File: config.mk
export PLATFORM = sky130hd
export DESIGN_NAME = oclib_reset_sequencer
export DESIGN_NICKNAME = d
export VERILOG_FILES = /design/src/rtl/oclib_reset_sequencer.sv
export SDC_FILE = /design/constraint.sdc
export NUM_CORES = 1
export LEC_CHECK = 0
export ABC_AREA = 1
export CORE_ASPECT_RATIO = 1.1
export CORE_MARGIN = 2
export CORE_UTILIZATION = 45
export CTS_CLUSTER_SIZE = 40
export DETAILED_ROUTE_END_ITERATION = 12
export GPL_TIMING_DRIVEN = 0
export PLACE_DENSITY = 0.62
export SLEW_MARGIN = 40
export SYNTH_ARGS = -nofsm -noshare
export SYNTH_HDL_FRONTEND = slang
export SYNTH_SLANG_ARGS = --single-unit
File: constraint.sdc
create_clock -name clock -period 4.4 [get_ports clock]
set_clock_uncertainty 0.15 [all_clocks]
set_input_delay 0.66 -clock clock [delete_from_list [all_inputs] [get_ports clock]]
set_output_delay 0.66 -clock clock [all_outputs]
set_load 0.01 [all_outputs]
File: src/rtl/oclib_reset_sequencer.sv
// oclib_reset_sequencer
// Asserts a set of downstream reset domains together, holds them for
// HoldCycles, then releases them one by one (domain 0 first) with
// StaggerCycles between releases. resetN is asserted asynchronously and
// deasserted through a SyncCycles-deep synchronizer. softReset restarts
// the whole sequence.
//
// Optional build macro: OCLIB_RESET_SEQ_ACK_EN
//   Adds readyIn/error. Each stagger interval starts only after the
//   previous domain reports ready. A domain that stays silent for 256
//   cycles raises a sticky error and sequencing carries on regardless.

module oclib_reset_sequencer #(
    parameter int NumDomains    = 4,
    parameter int HoldCycles    = 16,
    parameter int StaggerCycles = 8,
    parameter int SyncCycles    = 3
) (
    input  logic                  clock,
    input  logic                  resetN,
    input  logic                  softReset,
`ifdef OCLIB_RESET_SEQ_ACK_EN
    input  logic [NumDomains-1:0] readyIn,
    output logic                  error,
`endif
    output logic [NumDomains-1:0] resetOut,
    output logic                  busy,
    output logic                  done
);

    localparam int MaxCount = (HoldCycles > StaggerCycles) ? HoldCycles : StaggerCycles;
    localparam int CntW     = $clog2(MaxCount + 1);
    localparam int IdxW     = $clog2(NumDomains + 1);

    localparam logic [CntW-1:0] HoldLast = CntW'(HoldCycles - 1);
    localparam logic [CntW-1:0] StagLast = CntW'((StaggerCycles > 0) ? StaggerCycles - 1 : 0);

`ifdef OCLIB_RESET_SEQ_ACK_EN
    localparam logic [IdxW-1:0] AllIdx      = IdxW'(NumDomains);
    localparam logic [7:0]      TimeoutLast = 8'd255;
`else
    localparam logic [IdxW-1:0] LastIdx = IdxW'(NumDomains - 1);
`endif

    localparam logic [1:0] StAssert  = 2'd0;
    localparam logic [1:0] StHold    = 2'd1;
    localparam logic [1:0] StRelease = 2'd2;
    localparam logic [1:0] StDone    = 2'd3;

    logic [SyncCycles-1:0] r_sync;
    logic                  w_intReset;

    logic [1:0]            r_state;
    logic [1:0]            w_state;
    logic [CntW-1:0]       r_count;
    logic [CntW-1:0]       w_count;
    logic [IdxW-1:0]       r_index;
    logic [IdxW-1:0]       w_index;
    logic [NumDomains-1:0] r_resetOut;
    logic [NumDomains-1:0] w_resetOut;
    logic                  r_busy;
    logic                  r_done;
    logic                  w_done;

`ifdef OCLIB_RESET_SEQ_ACK_EN
    logic                  r_waitAck;
    logic                  w_waitAck;
    logic [7:0]            r_timeout;
    logic [7:0]            w_timeout;
    logic                  r_error;
    logic                  w_error;
    logic                  w_ackSel;
`endif

    // Release synchronizer: shifts ones in after resetN rises so the FSM
    // only leaves reset on a clean clock-aligned edge.
    always_ff @(posedge clock or negedge resetN) begin
        if (!resetN) begin
            r_sync <= '0;
        end else begin
            r_sync <= {r_sync[SyncCycles-2:0], 1'b1};
        end
    end

    assign w_intReset = ~r_sync[SyncCycles-1];

`ifdef OCLIB_RESET_SEQ_ACK_EN
    // Select the ready flag of the domain most recently released (index-1).
    always_comb begin
        w_ackSel = 1'b0;
        for (int i = 0; i < NumDomains; i++) begin
            if (r_index == IdxW'(i + 1)) begin
                w_ackSel = readyIn[i];
            end
        end
    end
`endif

    // Next-state logic; soft reset and the internal reset beat every
    // counter expiry, and every state change clears the counter.
    always_comb begin
        w_state    = r_state;
        w_count    = r_count;
        w_index    = r_index;
        w_resetOut = r_resetOut;
        w_done     = r_done;
`ifdef OCLIB_RESET_SEQ_ACK_EN
        w_waitAck  = r_waitAck;
        w_timeout  = r_timeout;
        w_error    = r_error;
`endif
        if (w_intReset || softReset) begin
            w_state    = StAssert;
            w_count    = '0;
            w_index    = '0;
            w_resetOut = '1;
            w_done     = 1'b0;
`ifdef OCLIB_RESET_SEQ_ACK_EN
            w_waitAck  = 1'b0;
            w_timeout  = '0;
            w_error    = 1'b0;
`endif
        end else begin
            case (r_state)
                StAssert: begin
                    w_state = StHold;
                    w_count = '0;
                end
                StHold: begin
                    if (r_count == HoldLast) begin
                        w_count = '0;
                        if (StaggerCycles == 0) begin
                            w_resetOut = '0;
                            w_index    = IdxW'(NumDomains);
                        end else begin
                            w_resetOut[0] = 1'b0;
                            w_index       = IdxW'(1);
                        end
`ifdef OCLIB_RESET_SEQ_ACK_EN
                        w_state   = StRelease;
                        w_waitAck = 1'b1;
                        w_timeout = '0;
`else
                        if ((StaggerCycles == 0) || (NumDomains == 1)) begin
                            w_state = StDone;
                        end else begin
                            w_state = StRelease;
                        end
`endif
                    end else begin
                        w_count = r_count + CntW'(1);
                    end
                end
                StRelease: begin
`ifdef OCLIB_RESET_SEQ_ACK_EN
                    if (r_waitAck) begin
                        if (w_ackSel || (r_timeout == TimeoutLast)) begin
                            if (!w_ackSel) begin
                                w_error = 1'b1;
                            end
                            w_waitAck = 1'b0;
                            w_timeout = '0;
                            w_count   = '0;
                            if (r_index == AllIdx) begin
                                w_state = StDone;
                            end
                        end else begin
                            w_timeout = r_timeout + 8'd1;
                        end
                    end else if (r_count == StagLast) begin
                        for (int i = 0; i < NumDomains; i++) begin
                            if (r_index == IdxW'(i)) begin
                                w_resetOut[i] = 1'b0;
                            end
                        end
                        w_index   = r_index + IdxW'(1);
                        w_count   = '0;
                        w_waitAck = 1'b1;
                        w_timeout = '0;
                    end else begin
                        w_count = r_count + CntW'(1);
                    end
`else
                    if (r_count == StagLast) begin
                        for (int i = 0; i < NumDomains; i++) begin
                            if (r_index == IdxW'(i)) begin
                                w_resetOut[i] = 1'b0;
                            end
                        end
                        w_index = r_index + IdxW'(1);
                        w_count = '0;
                        if (r_index == LastIdx) begin
                            w_state = StDone;
                        end
                    end else begin
                        w_count = r_count + CntW'(1);
                    end
`endif
                end
                StDone: begin
                    w_resetOut = '0;
                    w_done     = 1'b1;
                end
                default: begin
                    w_state = StAssert;
                end
            endcase
        end
    end

    // State and output registers; resetN forces every domain into reset
    // immediately without waiting for a clock.
    always_ff @(posedge clock or negedge resetN) begin
        if (!resetN) begin
            r_state    <= StAssert;
            r_count    <= '0;
            r_index    <= '0;
            r_resetOut <= '1;
            r_busy     <= 1'b1;
            r_done     <= 1'b0;
`ifdef OCLIB_RESET_SEQ_ACK_EN
            r_waitAck  <= 1'b0;
            r_timeout  <= '0;
            r_error    <= 1'b0;
`endif
        end else begin
            r_state    <= w_state;
            r_count    <= w_count;
            r_index    <= w_index;
            r_resetOut <= w_resetOut;
            r_busy     <= |w_resetOut;
            r_done     <= w_done;
`ifdef OCLIB_RESET_SEQ_ACK_EN
            r_waitAck  <= w_waitAck;
            r_timeout  <= w_timeout;
            r_error    <= w_error;
`endif
        end
    end

    assign resetOut = r_resetOut;
    assign busy     = r_busy;
    assign done     = r_done;
`ifdef OCLIB_RESET_SEQ_ACK_EN
    assign error    = r_error;
`endif

endmodule
==> summary.md <==
| Metric | Value |
|---|---|
| Root Buffer | clkbuf_4 |
| Fraction of registers with async set or reset after synthesis | 100.0% |
| Post-CTS Setup Bufs | 0 |
| Ranking of synthesized cells by area | dfrtp_1 (31%), ha_1 (13%), dfstp_2 (12%) |
| Gate Count Post-Synth | 134 |
| Hold buffers post-CTS | 0 |
| Wirelength, routed | 2079 um |
| Initial antenna violation count | 0 |
| Synth Area in XOR/XNOR | 0% |
| Final Hold Fails | 0 |
| Post-Syn Area | 1137 um^2 |
| First drt pass iteration count | 4 |
| Crit path cell chain | clkdlybuf4s50_1 |
| CTS tree | yes |
| Synth Area in Compound Gates | 9.681% |
| Post-synthesis sequential area ratio | 42.35% |
| Final #Nets | 162 |
| Vias in the first global route | 832 |
| Tightest Hold Check Type | in -> async |
| Peak VDD IR | 0.1684 mV |
| Chip Height | 56.73 um |
| Status | finished clean |
| Worst Path Buf+Inv | 1 |
| Crit path DAT | 1.37 ns |
| Initial Util | 46.45% |
| DRC | 0 |
| Clock Pin Slew Worst Setup and Hold Paths | 0.11 ns |
| Post-Synth Simple-Gate Area | 26.18% |
| Top-count cell post-synth | nand2_1 |
| Initial DRC Count | 34 |
| Die area | 2946 um^2 |
| Number of flops mapped to enable cells by yosys | 0 |
| Ant. Diodes | 0 |
| Critical-path maximum fanout | 2 |
| Resized Gates After CTS | 0 |
| PnR worst setup slack | 2.219 ns |
| Util after Layout | 52.22% |
| Area of the multi-input gates | 561.8 um^2 |
| Num CTS Buffers | 3 |
| Fmax | 0.4585 GHz |
| Total global-route track usage | 16.04% |
| Pre-CTS WS | 2.283 ns |
| Fill cells | 254 |
| I/O Buffers | 8 |
| First-pass GRT wire length | 3519 um |
| Cell Pwr Density | 259.6 nW/um^2 |
| Min cycle time layout | 2.181 ns |
| Routability cong. | 0.7988 |
| Synth area leader | dfrtp_1 |
| Largest family of logic cells by synthesized area | simple AND/OR/NAND/NOR gates |
| H-Tree Depth | 1 |
| Post-route ant nets | 0 |
| Final worst-path cycle share | 49.57% |
| Detailed-route wire length per cell | 11.75 um |
| Critical Path RT | 3.59 ns |
| Syn nets | 149 |
| Via count | 882 |
| Yosys top cell area share | 30.80% |
| RSZ-0062 raised after global routing | no |
| Vias per inst | 4.983 |
| Final setup fails | 0 |
| Clk sinks | 19 |
| Distinct cells, synth | 23 |
| Synth Area in Adders | 13.20% |
| Site Rows | 19 |
| Worst setup SP type | flip-flop |
| Core ar. | 2449 um^2 |
| Remaining global-route overflow | 0 |
| Leakage | 0.6276 nW |
| Crit Path Category | reg -> out |
| Nature of the critical path endpoint | output pin |
| DP HPWL | 1607 um |
| Synth Register Bits | 19 |
| Setup TNS | 0 ns |
| Crit path largest cell delay | 0.55 ns |
| Commonest cells post-synth | nand2_1 (35), inv_1 (20), dfrtp_1 (14), ha_1 (12), nor2_1 (8) |
| Mux share of post-synthesis cell area | 0% |
| Largest net degree at the start of global routing | 20 |
| Sequential cell area | 481.7 um^2 |
| Die Wd | 51.94 um |
| Clk buf depth | 2 |
| Clock Latency Late Sink | 0.30 ns |
| Max Slew Vio Count | 0 |
| Yosys warnings | 0 |
| Worst path slowest cell | dfstp_2 |
| Layout cell share with drive strength beyond 1 | 17.81% |
| Synth-to-Final Area Change | 12.43% |
| Synthesized area per cell | 8.488 um^2 |
| Most common flop cell mapped by yosys | dfrtp_1 |
| CP delay by family, top | flip-flops |
| I/O pin cnt | 9 |
| Max-cap violations | 0 |
## per-stage QoR
step | area (um^2) | hold WS [ns] | power, mW | cells
floorplan | 1137 | 0.1812 | 0.2289 | 134
global route | 1279 | 0.1566 | 0.3509 | 177
detailed placement | 1256 | 0.1935 | 0.2468 | 173
finish | 1279 | 0.1267 | 0.3320 | 177
global placement | 1256 | 0.1889 | 0.2454 | 173
CTS | 1284 | 0.2223 | 0.3365 | 177
## path summary, 6_finish.rpt
path                             startpoint           to  slack, ns  depth (start not counted)
worst max-delay path            resetOut[2]  resetOut[2]       2.22                          1
worst min-delay path                 resetN   r_index[2]       0.13                          1
worst max register to register   r_count[0]   r_count[2]       2.48                         13
worst min register to register    r_sync[0]    r_sync[1]       0.22                          0
max in group asynchronous            resetN  resetOut[3]       3.64                          1
min in group clock                r_sync[0]    r_sync[1]       0.22                          0
## sequential cells by signal, indices dropped and copies added (netlist names)
signal,cells
r_state,2
resetOut,4
r_index,3
busy,1
done,1
r_sync,3
r_count,5
## layer usage
layer  GRT usage (%)  wire length, um  vias up
li1                -                -      441
met1           20.17              917      414
met2           26.22             1032       22
met3           3.191               95        5
met4           6.767               34        0
met5               0                0        -
## cell usage in the layout, fill, tap and decap left out, drive strengths merged
cell type / instances
nor2: 13
dfrtp: 14
nand4: 2
o21ai: 11
clkbuf: 3
conb: 1
clkinv: 1
nand3: 6
buf: 3
nand2: 39
o211ai: 1
ha: 12
dfstp: 5
inv: 20
clkdlybuf4s50: 7
a21oi: 7
nand3b: 1
## power breakdown
group	total, mW	switching (mW)	internal, mW
Combinational	0.0575	0.0374	0.0201
Sequential	0.185	0.00405	0.181
Clock	0.0893	0.0554	0.0339
Total	0.332	0.0968	0.235
## cell type report
type	count	share of cell area (%)
multi-input cells	93	43.93
repair buffers	8	5.871
plain buffers	2	1.468
flip-flops and latches	19	37.67
inverters	20	5.871
well taps	31	3.033
clock inverters	1	0.3914
clock buffers	3	1.761
## cells by family after synthesis
group	Yosys count
AO/OA/AOI/OAI	19
flip-flops	19
adder cells (fa/ha/maj)	12
other	1
AND/OR/NAND/NOR	61
buffers and inverters	22
Note: power is estimated with default switching activity, not from simulation.
